===== src/rtl/nearest_centroid.sv =====
// Nearest-centroid search: scans K stored centroids one per cycle and reports the index and
// Manhattan distance of the closest one. Optional per-centroid sums: NEAREST_CENTROID_ACCUM_EN.
module nearest_centroid #(
  parameter int X_WIDTH       = 9,
  parameter int Y_WIDTH       = 8,
  parameter int NUM_CENTROIDS = 4,
`ifdef NEAREST_CENTROID_ACCUM_EN
  parameter int SUM_WIDTH     = 24,
`endif
  localparam int IDX_WIDTH    = $clog2(NUM_CENTROIDS),
  localparam int DIST_WIDTH   = ((X_WIDTH > Y_WIDTH) ? X_WIDTH : Y_WIDTH) + 1
) (
  input  logic                  clk_in,
  input  logic                  rst_in,
  input  logic                  centroid_we_in,
  input  logic [IDX_WIDTH-1:0]  centroid_idx_in,
  input  logic [X_WIDTH-1:0]    centroid_x_in,
  input  logic [Y_WIDTH-1:0]    centroid_y_in,
  input  logic                  point_valid_in,
  output logic                  point_ready_out,
  input  logic [X_WIDTH-1:0]    point_x_in,
  input  logic [Y_WIDTH-1:0]    point_y_in,
  output logic                  result_valid_out,
  input  logic                  result_ready_in,
  output logic [IDX_WIDTH-1:0]  best_idx_out,
  output logic [DIST_WIDTH-1:0] best_dist_out
`ifdef NEAREST_CENTROID_ACCUM_EN
  ,
  input  logic                  accum_clear_in,
  input  logic [IDX_WIDTH-1:0]  accum_rd_idx_in,
  output logic [SUM_WIDTH-1:0]  accum_sum_x_out,
  output logic [SUM_WIDTH-1:0]  accum_sum_y_out,
  output logic [SUM_WIDTH-1:0]  accum_count_out
`endif
);

  typedef enum logic [1:0] {StIdle, StScan, StDone} state_e;

  state_e                state_q, state_d;
  logic [X_WIDTH-1:0]    px_q, px_d;
  logic [Y_WIDTH-1:0]    py_q, py_d;
  logic [IDX_WIDTH-1:0]  cnt_q, cnt_d;
  logic [IDX_WIDTH-1:0]  best_idx_q, best_idx_d;
  logic [DIST_WIDTH-1:0] best_dist_q, best_dist_d;
  logic [X_WIDTH-1:0]    cx_q [NUM_CENTROIDS];
  logic [X_WIDTH-1:0]    cx_d [NUM_CENTROIDS];
  logic [Y_WIDTH-1:0]    cy_q [NUM_CENTROIDS];
  logic [Y_WIDTH-1:0]    cy_d [NUM_CENTROIDS];

  logic                  accept;
  logic                  scan_last;
  logic                  idx_ok;
  logic [X_WIDTH-1:0]    cur_cx, dx;
  logic [Y_WIDTH-1:0]    cur_cy, dy;
  logic [DIST_WIDTH-1:0] cur_dist;

  always_ff @(posedge clk_in or posedge rst_in) begin
    if (rst_in) begin
      state_q <= StIdle;
    end else begin
      state_q <= state_d;
    end
  end

  always_comb begin
    state_d = state_q;
    unique case (state_q)
      StIdle:  if (accept) state_d = StScan;
      StScan:  if (scan_last) state_d = StDone;
      StDone:  if (result_ready_in) state_d = StIdle;
      default: state_d = StIdle;
    endcase
  end

  // Ready is gated by reset so nothing is offered a handshake while reset is held.
  always_comb begin
    point_ready_out  = (state_q == StIdle) && !rst_in;
    result_valid_out = (state_q == StDone);
    best_idx_out     = best_idx_q;
    best_dist_out    = best_dist_q;
  end

  assign accept    = point_valid_in && point_ready_out;
  assign scan_last = (cnt_q == IDX_WIDTH'(NUM_CENTROIDS - 1));
  assign idx_ok    = (32'(centroid_idx_in) < 32'(NUM_CENTROIDS));

  // Manhattan distance; each term fits its own width, so the sum needs one extra bit.
  always_comb begin
    cur_cx   = cx_q[cnt_q];
    cur_cy   = cy_q[cnt_q];
    dx       = (px_q >= cur_cx) ? (px_q - cur_cx) : (cur_cx - px_q);
    dy       = (py_q >= cur_cy) ? (py_q - cur_cy) : (cur_cy - py_q);
    cur_dist = DIST_WIDTH'(dx) + DIST_WIDTH'(dy);
  end

  always_comb begin
    px_d        = px_q;
    py_d        = py_q;
    cnt_d       = cnt_q;
    best_idx_d  = best_idx_q;
    best_dist_d = best_dist_q;
    cx_d        = cx_q;
    cy_d        = cy_q;
    if (state_q == StIdle) begin
      if (centroid_we_in && idx_ok) begin
        cx_d[centroid_idx_in] = centroid_x_in;
        cy_d[centroid_idx_in] = centroid_y_in;
      end
      if (accept) begin
        px_d  = point_x_in;
        py_d  = point_y_in;
        cnt_d = '0;
      end
    end
    if (state_q == StScan) begin
      cnt_d = cnt_q + IDX_WIDTH'(1);
      // Strict less-than keeps the lowest index on ties.
      if ((cnt_q == '0) || (cur_dist < best_dist_q)) begin
        best_idx_d  = cnt_q;
        best_dist_d = cur_dist;
      end
    end
  end

  always_ff @(posedge clk_in or posedge rst_in) begin
    if (rst_in) begin
      px_q        <= '0;
      py_q        <= '0;
      cnt_q       <= '0;
      best_idx_q  <= '0;
      best_dist_q <= '0;
      cx_q        <= '{default: '0};
      cy_q        <= '{default: '0};
    end else begin
      px_q        <= px_d;
      py_q        <= py_d;
      cnt_q       <= cnt_d;
      best_idx_q  <= best_idx_d;
      best_dist_q <= best_dist_d;
      cx_q        <= cx_d;
      cy_q        <= cy_d;
    end
  end

`ifdef NEAREST_CENTROID_ACCUM_EN
  logic [SUM_WIDTH-1:0] acc_x_q [NUM_CENTROIDS];
  logic [SUM_WIDTH-1:0] acc_x_d [NUM_CENTROIDS];
  logic [SUM_WIDTH-1:0] acc_y_q [NUM_CENTROIDS];
  logic [SUM_WIDTH-1:0] acc_y_d [NUM_CENTROIDS];
  logic [SUM_WIDTH-1:0] acc_n_q [NUM_CENTROIDS];
  logic [SUM_WIDTH-1:0] acc_n_d [NUM_CENTROIDS];

  // best_idx_d on the last scan cycle is the final winner.
  always_comb begin
    acc_x_d = acc_x_q;
    acc_y_d = acc_y_q;
    acc_n_d = acc_n_q;
    if (accum_clear_in) begin
      acc_x_d = '{default: '0};
      acc_y_d = '{default: '0};
      acc_n_d = '{default: '0};
    end else if ((state_q == StScan) && scan_last) begin
      acc_x_d[best_idx_d] = acc_x_q[best_idx_d] + SUM_WIDTH'(px_q);
      acc_y_d[best_idx_d] = acc_y_q[best_idx_d] + SUM_WIDTH'(py_q);
      acc_n_d[best_idx_d] = acc_n_q[best_idx_d] + SUM_WIDTH'(1);
    end
  end

  always_ff @(posedge clk_in or posedge rst_in) begin
    if (rst_in) begin
      acc_x_q <= '{default: '0};
      acc_y_q <= '{default: '0};
      acc_n_q <= '{default: '0};
    end else begin
      acc_x_q <= acc_x_d;
      acc_y_q <= acc_y_d;
      acc_n_q <= acc_n_d;
    end
  end

  always_comb begin
    accum_sum_x_out = acc_x_q[accum_rd_idx_in];
    accum_sum_y_out = acc_y_q[accum_rd_idx_in];
    accum_count_out = acc_n_q[accum_rd_idx_in];
  end
`endif

endmodule


===== config.mk =====
export PLATFORM = sky130hd
export DESIGN_NAME = nearest_centroid
export DESIGN_NICKNAME = d
export VERILOG_FILES = /design/src/rtl/nearest_centroid.sv
export SDC_FILE = /design/constraint.sdc
export NUM_CORES = 1
export LEC_CHECK = 0
export ABC_AREA = 1
export BUFFER_PORTS_ARGS = -buffer_cell sky130_fd_sc_hd__clkbuf_2
export CORE_ASPECT_RATIO = 0.9
export CORE_MARGIN = 2
export CORE_UTILIZATION = 54
export CTS_CLUSTER_DIAMETER = 200
export DETAILED_ROUTE_END_ITERATION = 8
export GPL_TIMING_DRIVEN = 0
export PLACE_DENSITY = 0.83
export SETUP_SLACK_MARGIN = 0.2
export SLEW_MARGIN = 30
export SYNTH_ARGS = -nofsm -noshare
export SYNTH_HDL_FRONTEND = slang
export SYNTH_SLANG_ARGS = --single-unit

===== constraint.sdc =====
create_clock -name clk_in -period 6.95 [get_ports clk_in]
set_input_delay 0.695 -clock clk_in [delete_from_list [all_inputs] [get_ports clk_in]]
set_output_delay 0.695 -clock clk_in [all_outputs]
set_load 0.02 [all_outputs]

# Yosys cells after proc, flatten, opt, wreduce, memory -nomap -nowiden
# Cells that the tools add are included.
# op_classes
add_sub_neg	6
order_cmp	6
n_eq_ne	6
mux	21
bitwise_logic	2
n_reduce_logical	14
# op_table
operator	count
bitwise mux 36 bit	1
2-to-1 mux 9 bit	4
bitwise mux 32 bit	1
2-to-1 mux 8 bit	4
binary-select mux 9 bit (select 2 bit)	1
demux 9 bit (select 2 bit)	1
subtractor 9 bit	2
binary-select mux 8 bit (select 2 bit)	1
demux 8 bit (select 2 bit)	1
subtractor 8 bit	2
2-to-1 mux 2 bit	6
adder 9 x 8 -> 10 bit	1
less-than comparator 10 bit	1
greater-or-equal comparator 9 bit	1
greater-or-equal comparator 8 bit	1
AND reduction 2 bit	4
greater-or-equal comparator 3 bit (second input constant)	2
NOT 2 -> 3 bit	2
one-hot mux 2 bit (3 select lines)	1
equality test 2 bit (second input constant)	2
logical NOT 2 bit	2
inequality test 2 bit (second input constant)	2
nonzero test 2 bit	2
logical AND 1 bit	3
7 further kinds	7
# totals
reg_bits	101
inputBits	41
output_inout_bits	14

# Logic depth before layout (Yosys ltp)
# Gate-level depths: netlist (run 1).
# logic_depth
ltp_word	10
mapped_depth	39
mapped_depth_nobuf	36

# Worst setup path after synthesis (run 1)
# Ideal clock, no wire load.
# synth_timing
path_type	reg-to-reg
start	reg cnt_q[0]
end	reg best_idx_q[1], in the netlist best_idx_out[1]
setup_time_ns	0.136
arrival_ns	4.736
t_required_ns	6.814
path_slack_ns	2.077
path_stages_with_launch	35
n_path_buf	5
period_less_slack_ns	4.873
path_cell_list	dfrtp_1 -> clkbuf_1 -> inv_1 -> buf_2 -> buf_2 -> nand2_1 -> a32oi_1 -> ha_1 -> inv_1 -> fa_1 -> nand3_1 -> nand3_1 -> nand2_1 -> nand3_2 -> buf_6 -> o21ai_0 -> inv_1 -> ha_1 -> a21oi_1 -> nand2_1 -> nand3_1 -> nand2_1 -> or2_2 -> nand2_1 -> inv_1 -> ha_1 -> nand2_1 -> nor2_1 -> nand2_1 -> o21bai_1 -> nand3_1 -> nand2_1 -> nand2_2 -> buf_2 -> o21ai_0
# synth_between
elab_chain_len	10
# synth_lines
element	line_no	rtl
start: declaration	42	logic [IDX_WIDTH-1:0] cnt_q, cnt_d;
start signal: assignment	137	cnt_q <= cnt_d;
NOT 2 -> 3 bit (implied by the code) (*)	89, 90	
binary-select mux 9 bit (select 2 bit) or binary-select mux 8 bit (select 2 bit) (tied branches)	89, 90	
2-to-1 mux 9 bit (implied by the code) or 2-to-1 mux 8 bit (tied branches) (2 in a row)	89, 90	
subtractor 9 bit, or another cell as far along	91	dx = (px_q >= cur_cx) ? (px_q - cur_cx) : (cur_cx - px_q);
2-to-1 mux 9 bit or 2-to-1 mux 8 bit (tied branches)	91, 92	
adder 9 x 8 -> 10 bit (*)	93	cur_dist = DIST_WIDTH'(dx) + DIST_WIDTH'(dy);
named net cur_dist[7]	55	logic [DIST_WIDTH-1:0] cur_dist;
less-than comparator 10 bit (*)	118	if ((cnt_q == '0) || (cur_dist < best_dist_q)) begin
logical OR 1 bit (*)	118	
AND reduction 2 bit (no line) (*)	n/a	
end signal: assignment	138	best_idx_q <= best_idx_d;
end: declaration	43	logic [IDX_WIDTH-1:0] best_idx_q, best_idx_d;
# Mark *: on every way through the listed nets, which the timed path passes. The rest lies on a longest branch. The select of a mux whose other input is x is not followed.
# A chain may end at the register's enable or synchronous reset.

# Worst setup path in the final report (run 1)
# Ends and elaborated chain as after synthesis.

==> reports/results.ini, run 1 <==
[detailed_routing]
drt_iter0_drc = 350
antenna_left = 0
num_vias = 5750
vias_per_cell = 5.37
wl_per_cell_um = 14.8
routed_wl_mm = 15.8
dr.pass1.iters = 5
drc = 0

[logic_synthesis]
synth_edf_count = 0
ys_ff_latch = 101
synth.avg_cell_area_um2 = 7.64
synth_fp_nets = 940
synthArstFlopShare = 1.00
yosysSeqAreaShare = 0.392
synth_cells = 843
ys_warn_count = 0
synth_area_um2 = 6440
ys_types = 38
synth_ff_type = dfrtp_1

[final_layout]
antenna_cells = 0
final_cell_mix = 239 x nand2_1, 120 x inv_1, 101 x dfrtp_1
stdcell_count = 1070
fillers = 991
fin_util = 0.631
final_common_cell = nand2_1
area.growth.synth_to_final_pct = 12.9
nets = 1006
drive_gt1_frac = 0.119

[job]
drv_cap = 0

[placed_design]
gp_congestion = 0.917
place_inst = 1054
dp_hpwl_mm = 11.5
portBuffers = 54

[die]
die_h_um = 108
row_count = 37
core_area_um2 = 11500
start_util = 0.559
die_x_um = 119
top_level_ports = 55
dieArea_um2 = 12800

[timing]
fin_crit_sh = 0.882
rsz0062_at_grt = false
slew_headroom = 0.537
period_needed_ps = 6130
finalSetupViolCount = 0
finalHoldViolations = 0
setup-tns-final_ps = 0
skew_ps = 9.91
max_freq_mhz = 163
tightestPinTransition_ps = 695
slew_violations = 0

[cts]
cts_buffers = 9
h-tree-depth = 3
clock-sinks = 101
hold_buffers = 0
post-cts-setup-buffers = 0
ctsResizeCount = 0
insertion_delay_ps = 350
cts_buffer_depth = 2
cts_tree = done
root_buffer = clkbuf_16
path_clk_slew_ps = 80

[run_status]
status = complete, no violations

[critical_path]
crit_required_ps = 7160
cp_slowest_stage_delay_ps = 540
crit_fanout = 10
cpMaxStageDelayCell = clkbuf_1
cp-start-kind = flip-flop
crit_type = reg2reg
cpMostUsedCell = nand2_1
worst_setup_path_end_kind = flip-flop
crit_arrival_ps = 6340

[global_route]
antenna_found_initial = 0
grt_pass1_vias = 5574
grt_overflow = 0
grt_max_degree = 63
grt_pass1_wl_mm = 26.6
grt_use_total = 0.262

[min_path]
hold_class = in2async

## cells by family after synthesis
kind of cell             synth area share
adder cells (fa/ha/maj)             0.115
buffers and inverters              0.0953
AND/OR/NAND/NOR                     0.205
flip-flops                          0.392
multiplexers                      0.00349
AO/OA/AOI/OAI                       0.168
XOR/XNOR                           0.0217
## synth_stat cells, types with 4 or more instances
library cell  instances  area, um^2
nand2_2              10        62.6
o21ai_0              93         465
nand3_2               4        40.0
dfrtp_1             101        2530
buf_2                 5        25.0
xor2_1               13         114
inv_1               121         454
nand3_1              19        95.1
nand2_1             239         897
nor2_1               35         131
o21ai_1               7        35.0
clkbuf_1             23        86.3
fa_1                  5         100
a21oi_1              60         300
ha_1                 51         638
a32oi_1              15         131
o21bai_1              4        30.0
## critical path, delay by kind of cell, from the launching register on
| family | cells | cell delay (ps) |
|---|---|---|
| buffers and inverters | 8 | 1450 |
| and+or+nand+nor | 16 | 1710 |
| DFF | 1 | 390 |
| adders and majority gates | 4 | 1330 |
| AOI/OAI and AO/OA | 5 | 1090 |
## path summary, 6_finish.rpt
path	start	end	slack [ps]	cells after the start
max	cnt_q[0]	best_idx_out[1]	820	33
min	rst_in	cx_q[10]	350	2
max reg2reg	cnt_q[0]	best_idx_out[1]	820	33
min reg2reg	cx_q[6]	cx_q[6]	490	2
max in group asynchronous	rst_in	best_dist_out[8]	5970	3
min in group clk_in	cx_q[6]	cx_q[6]	490	2
## registers in the layout, summed over array words and instances (netlist names)
| register | flops |
|---|---|
| cnt_q | 2 |
| best_idx_out | 2 |
| px_q | 9 |
| best_dist_out | 10 |
| cy_q | 32 |
| py_q | 8 |
| cx_q | 36 |
| state_q | 2 |
## routing by layer
layer | GRT usage | vias to the layer above | wire, um
met5 | 0 | - | 0
met3 | 0.0392 | 26 | 1070
met1 | 0.331 | 2706 | 6690
li1 | - | 2820 | -
met4 | 0.0757 | 0 | 295
met2 | 0.467 | 198 | 7770
## stage by stage
stage | setup slack, ps | instance area, um^2 | hold WS [ps]
after floorplan | 2080 | 6440 | 453
after global placement | 1070 | 6910 | 465
after detailed placement | 1030 | 6940 | 473
after CTS | 912 | 7270 | 366
after global routing | 288 | 7270 | 392
final | 818 | 7270 | 353
## final cells by class
type,instances,area [um^2],share of cell area
Multi-Input combinational cell,586,3300,0.454
Sequential cell,101,2530,0.348
Inverter,125,474,0.0652
Timing Repair Buffer,55,298,0.0409
Clock buffer,10,239,0.0329
Tap cell,156,195,0.0268
Buffer,31,145,0.0200
Clock inverter,6,91.3,0.0126
Power of run 1 is not shown: default switching activity piles up to over one toggle a cycle in this logic, so the estimate is an artifact.
==> inputs of run 2 (changes only) <==
RECOVER_POWER = 100   (was unset)
==> run 2 against run 1 <==
Compared with the run above: the run now ends with capacitance limit, slew limit left; via count shrank 0.35%; maximum frequency decreased by 2.0%; first-iteration DRC count fell by 16%; routed wire length increased by 0.12%; non-clock buffer count is the same; global-route usage unchanged; flip-flop and latch count stayed put; hold slack better by 140 ps; highest routed layer unchanged.
==> reports/results.ini, run 2 (same netlist as run 1, synthesis figures left out) <==
[die]
core_area_um2 = 11500  ; unchanged
dieArea_um2 = 12800  ; unchanged
die_h_um = 108  ; unchanged
die_x_um = 119  ; unchanged
start_util = 0.559  ; unchanged
row_count = 37  ; unchanged
top_level_ports = 55  ; unchanged

[critical_path]
crit_fanout = 10  ; unchanged
crit_required_ps = 7160  ; about the same
worst_setup_path_end_kind = flip-flop  ; unchanged
crit_type = reg2reg  ; unchanged
cp-start-kind = flip-flop  ; unchanged
cpMostUsedCell = nand2_1  ; unchanged
crit_arrival_ps = 6460  ; was 6340 ps
r2r_slack_ps = 690  ; was 820 ps
cpMaxStageDelayCell = clkbuf_1  ; unchanged
cp_slowest_stage_delay_ps = 540  ; about the same

[cts]
h-tree-depth = 3  ; unchanged
path_clk_slew_ps = 70  ; was 80 ps
insertion_delay_ps = 350  ; about the same
cts_tree = done  ; unchanged
ctsResizeCount = 0  ; unchanged
clock-sinks = 101  ; unchanged
cts_buffer_depth = 2  ; unchanged
root_buffer = clkbuf_16  ; unchanged
hold_buffers = 0  ; unchanged
post-cts-setup-buffers = 0  ; unchanged
cts_buffers = 9  ; unchanged

[detailed_routing]
routed_wl_mm = 15.8  ; about the same
drc = 0  ; unchanged
drt_iter0_drc = 295  ; was 350
vias_per_cell = 5.36  ; was 5.37
num_vias = 5730  ; was 5750
antenna_left = 0  ; unchanged
wl_per_cell_um = 14.8  ; about the same
dr.pass1.iters = 4  ; was 5

[timing]
fin_crit_sh = 0.900  ; was 0.882
skew_ps = 9.65  ; was 9.91 ps
setup-tns-final_ps = 0  ; unchanged
max_freq_mhz = 160  ; was 163 MHz
setup_ws_ps = 693  ; was 818 ps
period_needed_ps = 6260  ; was 6130 ps
finalHoldViolations = 0  ; unchanged
slew_headroom = -1.21  ; was 0.537
slew_violations = 104  ; was 0
finalSetupViolCount = 0  ; unchanged
tightestPinTransition_ps = 3320  ; was 695 ps
rsz0062_at_grt = false  ; unchanged

[global_route]
grt_pass1_vias = 5574  ; unchanged
grt_use_total = 0.262  ; unchanged
antenna_found_initial = 0  ; unchanged
grt_overflow = 0  ; unchanged
grt_max_degree = 63  ; unchanged
grt_pass1_wl_mm = 26.6  ; unchanged

[placed_design]
dp_slack_ps = 1030  ; unchanged
gp_congestion = 0.917  ; unchanged
dpl-instance-area_um2 = 6940  ; unchanged
dp_hpwl_mm = 11.5  ; unchanged
portBuffers = 54  ; unchanged

[final_layout]
final_cell_mix = 240 x nand2_1, 120 x inv_1, 101 x dfrtp_1  ; was 239 x nand2_1, 120 x inv_1, 101 x dfrtp_1
area.growth.synth_to_final_pct = 12.1  ; was 12.9%
antenna_cells = 0  ; unchanged
drive_gt1_frac = 0.0996  ; was 0.119
fin_util = 0.627  ; was 0.631
largest_reg_flops = 36  ; unchanged
regMostFlops = cx_q  ; unchanged
fin_area_um2 = 7220  ; was 7270 um^2
nets = 1006  ; unchanged
final_common_cell = nand2_1  ; unchanged

[min_path]
hold_class = reg2reg  ; was in2async

[job]
drv_cap = 2  ; was 0

[run_status]
failed_checks = capacitance limit, slew limit
status = complete, but fails checks  ; was complete, no violations

run 2: cell types whose count changed in the layout (fill, tap and decap cells not counted), sizes merged:
cell / before / now
buf: 9 / 7
clkbuf: 87 / 89
clkinvlp: 0 / 1
inv: 126 / 125
run 2: worst max-delay path, delay by kind of cell, from the launching register on:
kind / cells / cell delay [ps]
AOI/OAI and AO/OA: 5 / 1130
adders and majority gates: 4 / 1340
buffers and inverters: 8 / 1480
DFF: 1 / 390
and+or+nand+nor: 16 / 1770
run 2: layout make-up:
class / instances / area [um^2]
Fill cell: 1010 / 4310
Multi-Input combinational cell: 586 / 3300
Sequential cell: 101 / 2530
Inverter: 125 / 470
Timing Repair Buffer: 55 / 255
Clock buffer: 10 / 239
Tap cell: 156 / 195
Buffer: 31 / 144
Clock inverter: 6 / 91.3
run 2: stage by stage:
stage               hold slack, ps  std cells
global route                   505       1070
finish                         489       1070
global placement               465       1053
detailed placement             473       1054
floorplan                      453        843
CTS                            366       1070
run 2: worst paths after layout:
kind	end	cells after the start	from
max	best_idx_out[0]	33	cnt_q[0]
min	cx_q[6]	2	cx_q[6]
max reg2reg	best_idx_out[0]	33	cnt_q[0]
min reg2reg	cx_q[6]	2	cx_q[6]
max in group asynchronous	best_dist_out[8]	3	rst_in
min in group asynchronous	cx_q[10]	2	rst_in
run 2: routing by layer:
metal / up-vias / wire [um] / GRT usage
met5: - / 0 / 0
met4: 0 / 265 / 0.0757
met3: 25 / 986 / 0.0392
met2: 198 / 7800 / 0.467
met1: 2681 / 6800 / 0.331
li1: 2826 / - / -
Power of run 2 is left out for the same reason.
==> inputs of run 3 (changes only) <==
MAX_ROUTING_LAYER = met4   (was unset)
==> run 3 against run 2 <==
Compared with the run above: the flow still finishes with violations (capacitance limit, slew limit); routed wire length shrank 1.8%; flip-flop and latch count is the same; critical endpoint is now best_dist_out[4]; hold slack got worse by 4.5 ps; cell count is the same; clock skew increased by 3.3 ps; maximum frequency decreased by 0.40%; highest routed layer unchanged; clock-buffer cell count decreased by 1; worst setup slack worse by 25 ps.
==> reports/results.ini, run 3 (same netlist as run 1, synthesis figures left out) <==
[run_status]
status = complete, but fails checks  ; unchanged
failed_checks = capacitance limit, slew limit  ; unchanged

[critical_path]
critPathBufInv = 9  ; was 8
crit_fanout = 10  ; unchanged
cpMostUsedCell = nand2_1  ; unchanged
crit_type = reg2reg  ; unchanged
crit_required_ps = 7170  ; was 7160 ps
worst_setup_path_end_kind = flip-flop  ; unchanged
crit_arrival_ps = 6500  ; was 6460 ps
cp_slowest_stage_delay_ps = 410  ; was 540 ps
crit_family = simple AND/OR/NAND/NOR gates  ; unchanged
cpMaxStageDelayCell = fa_1  ; was clkbuf_1
cp-start-kind = flip-flop  ; unchanged

[global_route]
grt_pass1_vias = 5498  ; was 5574
grt_use_total = 0.266  ; was 0.262
grt_pass1_wl_mm = 26.4  ; was 26.6 mm
antenna_found_initial = 0  ; unchanged
grt_overflow = 0  ; unchanged
grt_max_degree = 53  ; was 63

[timing]
finalSetupViolCount = 0  ; unchanged
tightestPinTransition_ps = 2730  ; was 3320 ps
whs_ps = 485  ; was 489 ps
fin_crit_sh = 0.904  ; was 0.900
slew_violations = 104  ; unchanged
setup-tns-final_ps = 0  ; unchanged
skew_ps = 12.9  ; was 9.65 ps
period_needed_ps = 6280  ; was 6260 ps
max_freq_mhz = 159  ; was 160 MHz
finalHoldViolations = 0  ; unchanged
slew_headroom = -0.822  ; was -1.21
rsz0062_at_grt = false  ; unchanged

[placed_design]
gp_congestion = 0.938  ; was 0.917
dpl-instance-area_um2 = 6940  ; unchanged
dp_hpwl_mm = 11.6  ; was 11.5 mm
portBuffers = 54  ; unchanged

[cts]
root_buffer = clkbuf_16  ; unchanged
h-tree-depth = 3  ; unchanged
clock-sinks = 101  ; unchanged
hold_buffers = 0  ; unchanged
cts_buffer_depth = 2  ; unchanged
cts_buffers = 9  ; unchanged
ctsResizeCount = 0  ; unchanged
post-cts-setup-buffers = 0  ; unchanged
cts_tree = done  ; unchanged
insertion_delay_ps = 350  ; about the same
path_clk_slew_ps = 80  ; was 70 ps

[final_layout]
antenna_cells = 0  ; unchanged
fin_area_um2 = 7190  ; was 7220 um^2
fin_util = 0.623  ; was 0.627
final_common_cell = nand2_1  ; unchanged
largest_reg_flops = 36  ; unchanged
nets = 1006  ; unchanged
final_cell_mix = 240 x nand2_1, 120 x inv_1, 101 x dfrtp_1  ; unchanged
area.growth.synth_to_final_pct = 11.5  ; was 12.1%
regMostFlops = cx_q  ; unchanged
drive_gt1_frac = 0.0996  ; unchanged

[detailed_routing]
routed_wl_mm = 15.6  ; was 15.8 mm
vias_per_cell = 5.35  ; was 5.36
drc = 0  ; unchanged
num_vias = 5723  ; was 5730
wl_per_cell_um = 14.5  ; was 14.8 um
dr.pass1.iters = 5  ; was 4
drt_iter0_drc = 404  ; was 295
antenna_left = 0  ; unchanged

[die]
row_count = 37  ; unchanged
die_h_um = 108  ; unchanged
core_area_um2 = 11500  ; unchanged
top_level_ports = 55  ; unchanged
die_x_um = 119  ; unchanged
dieArea_um2 = 12800  ; unchanged
start_util = 0.559  ; unchanged

[job]
drv_cap = 2  ; unchanged

[min_path]
hold_class = reg2reg  ; unchanged

run 3: worst paths after layout:
| check | from | to | slack (ps) | cells after the start |
|---|---|---|---|---|
| worst max-delay path | cnt_q[0] | best_dist_out[4] | 670 | 34 |
| worst min-delay path | best_idx_out[0] | best_idx_out[0] | 480 | 2 |
| worst max register to register | cnt_q[0] | best_dist_out[4] | 670 | 34 |
| worst min register to register | best_idx_out[0] | best_idx_out[0] | 480 | 2 |
| max in group asynchronous | rst_in | cx_q[18] | 2720 | 3 |
| min in group asynchronous | rst_in | cy_q[0] | 930 | 2 |
run 3: layout make-up:
type	instances	area (um^2)
Timing Repair Buffer	55	255
Clock buffer	9	225
Fill cell	1036	4340
Buffer	31	138
Sequential cell	101	2530
Tap cell	156	195
Multi-Input combinational cell	586	3300
Inverter	125	470
Clock inverter	7	75.1
run 3: routing by layer:
metal,vias up,track usage,part of all wire
li1,2842,-,-
met1,2627,0.343,0.44
met2,217,0.439,0.47
met3,37,0.0413,0.074
met4,0,0.0782,0.019
met5,-,-,0
run 3: per-stage QoR:
step	instances	worst slack, ps
CTS	1070	927
floorplan	843	2080
finish	1070	667
global placement	1053	1070
detailed placement	1054	1020
global route	1070	195
run 3: worst reg2reg max path, delay by kind of cell (launching register included):
family	cells	cell delay, ps
AOI/OAI and AO/OA	5	1050
buffers and inverters	9	1580
adders and majority gates	4	1330
DFF	1	390
and+or+nand+nor	16	1760
Power of run 3 is left out for the same reason.
